==> src/rtl/periph_bus_arbiter.sv <==
// periph_bus_arbiter: two-master arbiter and sequencer for the 8-bit peripheral bus.
//
// Shares one peripheral address/data/strobe bus between port A (processor core) and port B
// (secondary master). Requests are latched in IDLE, driven to the peripheral in ACCESS until
// i_peripReady, and acknowledged to the granted master for one cycle in ACK. When both masters
// request at once, the one not granted last wins; the first such tie after reset goes to A.
//
// Ports:
//   i_clk, i_rst                 clock (rising edge), synchronous active-low reset
//   i_aReq/i_aWr/i_aAddr/i_aWData  port A request, direction, address, write data
//   o_aAck/o_aRData                port A one-cycle completion pulse and read data
//   i_bReq ... o_bRData            same as port A, for port B
//   o_peripAddr/o_peripDataFromCPU peripheral address and write data (registered)
//   o_peripWrSig/o_peripRdSig      peripheral strobes, high only in ACCESS
//   i_peripDataToCPU/i_peripReady  peripheral read data and completion
//   o_busy                         high whenever the FSM is not in IDLE
//   o_err                          one-cycle timeout pulse, coincident with the ack
//
// Build option: define PERIPH_ARB_TIMEOUT_EN to abort an access after TIMEOUT ACCESS cycles
// without ready (rdata = all ones, o_err = 1). Without it ACCESS waits forever, o_err is 0.

module periph_bus_arbiter #(
    parameter int unsigned ADDR_W  = 8,
    parameter int unsigned DATA_W  = 8,
    parameter int unsigned TIMEOUT = 15
) (
    input  logic              i_clk,
    input  logic              i_rst,
    input  logic              i_aReq,
    input  logic              i_aWr,
    input  logic [ADDR_W-1:0] i_aAddr,
    input  logic [DATA_W-1:0] i_aWData,
    output logic              o_aAck,
    output logic [DATA_W-1:0] o_aRData,
    input  logic              i_bReq,
    input  logic              i_bWr,
    input  logic [ADDR_W-1:0] i_bAddr,
    input  logic [DATA_W-1:0] i_bWData,
    output logic              o_bAck,
    output logic [DATA_W-1:0] o_bRData,
    output logic [ADDR_W-1:0] o_peripAddr,
    output logic [DATA_W-1:0] o_peripDataFromCPU,
    output logic              o_peripWrSig,
    output logic              o_peripRdSig,
    input  logic [DATA_W-1:0] i_peripDataToCPU,
    input  logic              i_peripReady,
    output logic              o_busy,
    output logic              o_err
);

    if (TIMEOUT < 1) begin : gBadTimeout
        $error("periph_bus_arbiter: TIMEOUT must be >= 1");
    end

    typedef enum logic [1:0] {StIdle, StAccess, StAck} state_e;

    state_e stateQ, stateD;

    logic              gntBQ;    // master owning the current access: 1 = B
    logic              prioBQ;   // master favoured on a tie: 1 = B
    logic              wrQ;
    logic [ADDR_W-1:0] addrQ;
    logic [DATA_W-1:0] wdataQ;
    logic [DATA_W-1:0] aRDataQ, bRDataQ;

    logic              selB;
    logic              timeoutHit;
    logic              accessDone;
    logic [DATA_W-1:0] doneData;

    assign selB = i_bReq & (~i_aReq | prioBQ);

`ifdef PERIPH_ARB_TIMEOUT_EN
    localparam int unsigned CntW = ($clog2(TIMEOUT + 1) > 4) ? $clog2(TIMEOUT + 1) : 4;
    localparam logic [CntW-1:0] CntLast = CntW'(TIMEOUT - 1);

    logic [CntW-1:0] cntQ;
    logic            errQ;

    // Fires on the ACCESS cycle whose count would reach TIMEOUT; ready on that cycle wins.
    assign timeoutHit = (stateQ == StAccess) && !i_peripReady && (cntQ == CntLast);

    always_ff @(posedge i_clk) begin
        if (!i_rst) begin
            cntQ <= '0;
            errQ <= 1'b0;
        end else begin
            errQ <= timeoutHit;
            if (stateQ != StAccess) begin
                cntQ <= '0;
            end else if (!i_peripReady) begin
                cntQ <= cntQ + CntW'(1);
            end
        end
    end

    assign o_err = errQ;
`else
    assign timeoutHit = 1'b0;
    assign o_err      = 1'b0;
`endif

    assign accessDone = i_peripReady | timeoutHit;
    assign doneData   = i_peripReady ? (wrQ ? '0 : i_peripDataToCPU) : '1;

    // State register
    always_ff @(posedge i_clk) begin
        if (!i_rst) begin
            stateQ <= StIdle;
        end else begin
            stateQ <= stateD;
        end
    end

    // Next-state logic
    always_comb begin
        stateD = stateQ;
        case (stateQ)
            StIdle:   if (i_aReq || i_bReq) stateD = StAccess;
            StAccess: if (accessDone) stateD = StAck;
            StAck:    stateD = StIdle;
            default:  stateD = StIdle;
        endcase
    end

    // Datapath: request latch, read-data return, round-robin update
    always_ff @(posedge i_clk) begin
        if (!i_rst) begin
            gntBQ   <= 1'b0;
            prioBQ  <= 1'b0;
            wrQ     <= 1'b0;
            addrQ   <= '0;
            wdataQ  <= '0;
            aRDataQ <= '0;
            bRDataQ <= '0;
        end else begin
            // Read data is only presented during the ack cycle.
            aRDataQ <= '0;
            bRDataQ <= '0;
            case (stateQ)
                StIdle: begin
                    if (i_aReq || i_bReq) begin
                        gntBQ  <= selB;
                        wrQ    <= selB ? i_bWr    : i_aWr;
                        addrQ  <= selB ? i_bAddr  : i_aAddr;
                        wdataQ <= selB ? i_bWData : i_aWData;
                    end
                end
                StAccess: begin
                    if (accessDone) begin
                        if (gntBQ) bRDataQ <= doneData;
                        else       aRDataQ <= doneData;
                    end
                end
                StAck: prioBQ <= ~gntBQ;
                default: ;
            endcase
        end
    end

    // State-decoded outputs
    always_comb begin
        o_peripWrSig = 1'b0;
        o_peripRdSig = 1'b0;
        o_aAck       = 1'b0;
        o_bAck       = 1'b0;
        o_busy       = (stateQ != StIdle);
        case (stateQ)
            StAccess: begin
                o_peripWrSig = wrQ;
                o_peripRdSig = ~wrQ;
            end
            StAck: begin
                o_aAck = ~gntBQ;
                o_bAck = gntBQ;
            end
            default: ;
        endcase
    end

    assign o_peripAddr        = addrQ;
    assign o_peripDataFromCPU = wdataQ;
    assign o_aRData           = aRDataQ;
    assign o_bRData           = bRDataQ;

endmodule

==> config.mk <==
export PLATFORM = sky130hd
export DESIGN_NAME = periph_bus_arbiter
export DESIGN_NICKNAME = d
export VERILOG_FILES = /design/src/rtl/periph_bus_arbiter.sv
export SDC_FILE = /design/constraint.sdc
export NUM_CORES = 1
export LEC_CHECK = 0
export ABC_AREA = 1
export CAP_MARGIN = 5
export CORE_UTILIZATION = 38
export CTS_CLUSTER_DIAMETER = 150
export DETAILED_ROUTE_END_ITERATION = 6
export PLACE_DENSITY_LB_ADDON = 0.05
export SYNTH_ARGS = -nofsm -noshare
export SYNTH_HDL_FRONTEND = slang
export SYNTH_SLANG_ARGS = --single-unit
==> constraint.sdc <==
create_clock -name i_clk -period 1.5 [get_ports i_clk]
set_clock_uncertainty 0.1 [all_clocks]
set_input_delay 0.3 -clock i_clk [delete_from_list [all_inputs] [get_ports i_clk]]
set_output_delay 0.3 -clock i_clk [all_outputs]
set_load 0.02 [all_outputs]
==> results <==
- The worst-case IR drop observed on VDD is 591 uV.
- The flow ran to the end, and the final reports show no timing, DRC or antenna violations.
- Global routing consumed, over all layers together, 18.4% of the routing resources.
- Along the worst path, the maximum fanout reaches 3.
- After detailed routing, the average wire length per cell comes to approximately 10 microns.
- The initial antenna violation count is 0.
- The met3 global-route usage is 6.38%.
- The count of input and output buffers is just over 80.
- The placeable core region is a little under 4000 sq um.
- The H-tree generated during clock tree synthesis spans 2 levels.
- The residual overflow from global routing is 0.
- The critical path class is register to output pin.
- The leading cell type by number of instances after synthesis is sky130_fd_sc_hd__nand2_1.
- The number of nets in the final layout is around 370.
- The clock sink count is 37.
- Clock latency on the worst-skew pair, taken at its later pin, is about 290 ps.
- The HPWL after detailed placement is about 2900 microns.
- The synthesis-to-layout area growth is 67.5%.
- The number of inserted filler cells in the final layout is 394.
- Across the run, the number of max-cap violations was 0.
- After synthesis, the most frequently instantiated cells are sky130_fd_sc_hd__nand2_1, sky130_fd_sc_hd__inv_1, sky130_fd_sc_hd__dfxtp_1, sky130_fd_sc_hd__nand3_1, sky130_fd_sc_hd__nor2_1.
- Buffers inserted during clock tree synthesis total 5.
- The repair_antennas step left the layout with diodes totalling 0.
- The class of the tightest hold or removal check is register to register.
- The number of global-route vias before repair is around 1.4k.
- The number of different library cells used by synthesis comes to 19.
- The number of rows created at floorplan is 23.
- The hold path depth is 2.
- The fmax is around 700 MHz.
- The time the final worst path needs with I/O delays and setup is 1440 ps.
- TritonCTS built the clock tree.
- The first global-routing pass estimated 6070 microns of wire.
- Dividing the synthesized area by the synthesized cell count gives slightly above 7 sq um.
- In this run the biggest area consumer among cell types represents a little under half of the synthesized area.
- The main flop type after synthesis is sky130_fd_sc_hd__dfxtp_1.
- The logic depth of the worst register-to-register path is 8.
- Synthesis produced between 200 and 250 cells.
- The flip-flop and latch count after synthesis is 37.
- The synthesized netlist occupies a cell area of 1570 sq um.
- Summing internal, switching and leakage power gives ~2.6 mW.
- In the final layout, the share of cells above drive strength 1 is around 14%.
- The pin count of the biggest net entering global routing is 20.
- Ranked by total cell area, the synthesized netlist is headed by sky130_fd_sc_hd__dfxtp_1, sky130_fd_sc_hd__nand2_1, sky130_fd_sc_hd__nand3_1.
- The period utilization is a little over nine tenths.
- The analysis attributes to cell leakage a power of 1.40 nW.
- After clock tree synthesis, the clock-pin slew on the worst setup and hold paths is approximately 70 ps.
- For this run, global-route usage on met1 was measured as ~20%.
- In the global route stage, met2 resource usage came out at between 30 and 40%.
- The largest total area in the synthesized netlist belongs to sky130_fd_sc_hd__dfxtp_1.
- From bottom edge to top edge, the die measures between 60 and 70 microns.
- Setup repair after global routing could not meet its margin everywhere.
- The congestion estimate from routability-driven global placement came to between 0.7 and 0.8.
- STA classifies the critical path startpoint as a register.
- The final setup violation count is 0.
- The proportion of register bits with asynchronous set or reset after synthesis is 0%.
- The final number of max-transition violations is 0.
- The number of hold violations in the final report came to 0.
- Summed over all layers, the routed wires come to about 3800 microns.
- The root buffer cell is sky130_fd_sc_hd__clkbuf_8.
- In this run the most used layer during global routing was met2.
- The first routing iteration left 84 violations.
- For this run, design rule violations remaining after detail routing come to 0.
- The detail route stage leaves a number of antenna-violating nets equal to 0.
- Using the TritonRoute via totals, the vias-per-cell ratio works out to 4.39.
- Synthesis produced a netlist with a net count of roughly 270.
- The number of enable flip-flop cells after synthesis is 0.
- For this run, the number of Yosys warnings is 0.
- The total number of vias is around 1.7k.
- The initial core utilization is about two fifths.
- The share of the yosys chip area belonging to registers is 47.2%.
- The required time of the critical path is 1100 ps.
- The die covers between 4000 and 5000 sq um.
- During I/O placement, the number of pins put on the boundary was between 80 and 90.
- The number of detailed-route iterations in the first pass is 4.
- The clock passes through at most 2 buffers.
- The worst setup path is captured at an output pin.
- The critical path arrival is between 1000 and 1500 ps.
- The floorplan step set the die width to about 66 microns.
- On the final layout, the worst hold slack is 395 ps.
- Power spread over the standard cell area amounts to approximately 1000 nW/um^2.
==> critical path: stages, from the launching register on <==
cell and delay (ps):
sky130_fd_sc_hd__dfxtp_2 340, sky130_fd_sc_hd__inv_2 40, sky130_fd_sc_hd__nor2_2 60, sky130_fd_sc_hd__inv_1 70, sky130_fd_sc_hd__nor2_1 100, sky130_fd_sc_hd__buf_4 140
==> cells by family (layout without fill, tap and decap cells) <==
kind of cell	Yosys count	after routing	synth area share, %
other	1	1	0.239
AO/OA/AOI/OAI	20	20	6.69
buffers and inverters	50	155	14.0
AND/OR/NAND/NOR	113	113	31.9
flip-flops	37	37	47.2
==> area by class of cell <==
cell class / count / area (sq um) / area share (%)
Clock buffer: 7 / 86.3 / 3.28
Clock inverter: 1 / 30.0 / 1.14
Inverter: 42 / 158 / 5.99
Multi-Input combinational cell: 134 / 614 / 23.4
Sequential cell: 37 / 743 / 28.3
Tap cell: 50 / 62.6 / 2.38
Timing Repair Buffer: 105 / 936 / 35.6
==> layer usage <==
| layer | share of wire (%) | routed length [microns] |
|---|---|---|
| met1 | 42 | 1600 |
| met2 | 49 | 1870 |
| met3 | 7.4 | 281 |
| met4 | 1.4 | 53 |
| met5 | 0 | 0 |
==> layout by cell type, fill, tap and decap left out, drive strengths merged, types with 7 or more instances in the layout <==
master	count
nand2	52
clkdlybuf4s50	46
inv	41
dfxtp	37
nand3	35
dlygate4sd2	32
buf	27
nor2	26
a21oi	18
clkbuf	7
==> registers in the layout, indices dropped and copies added (netlist names) <==
register and count:
o_peripDataFromCPU 8, o_peripAddr 8, stateQ 2, gntBQ 1, o_bRData 8, o_aRData 8, wrQ 1, prioBQ 1
==> metrics by stage <==
step	utilization (%)	TNS, ps	setup slack (ps)	instance area [sq um]	cells
after floorplan	-	0	260	1570	221
after global placement	64.4	-3240	-110	2560	367
final	66.2	0	64.7	2630	376
after detailed placement	64.4	-3320	-125	2560	367
after global routing	66.2	-3.05	-3.05	2630	376
after CTS	65.7	0	14.3	2610	375
==> power breakdown <==
part	internal [mW]	switching (mW)
Clock	0.542	0.336
Combinational	0.313	0.322
Sequential	1.05	0.0324
==> what timing repair did <==
action	in CTS	in global routing
pin swaps	0	1
hold buffers	0	0
endpoints found under the setup margin	37	4
gates resized for setup	52	6
setup buffers	0	1
==> final timing paths <==
| kind | startpoint | end | slack (ps) |
|---|---|---|---|
| worst min-delay path | gntBQ | gntBQ | 400 |
| worst min register to register | gntBQ | gntBQ | 400 |
| worst max-delay path | stateQ[0] | o_peripWrSig | 60 |
| worst max register to register | stateQ[0] | o_aRData[1] | 140 |
Power figures use the tool's default switching activity.
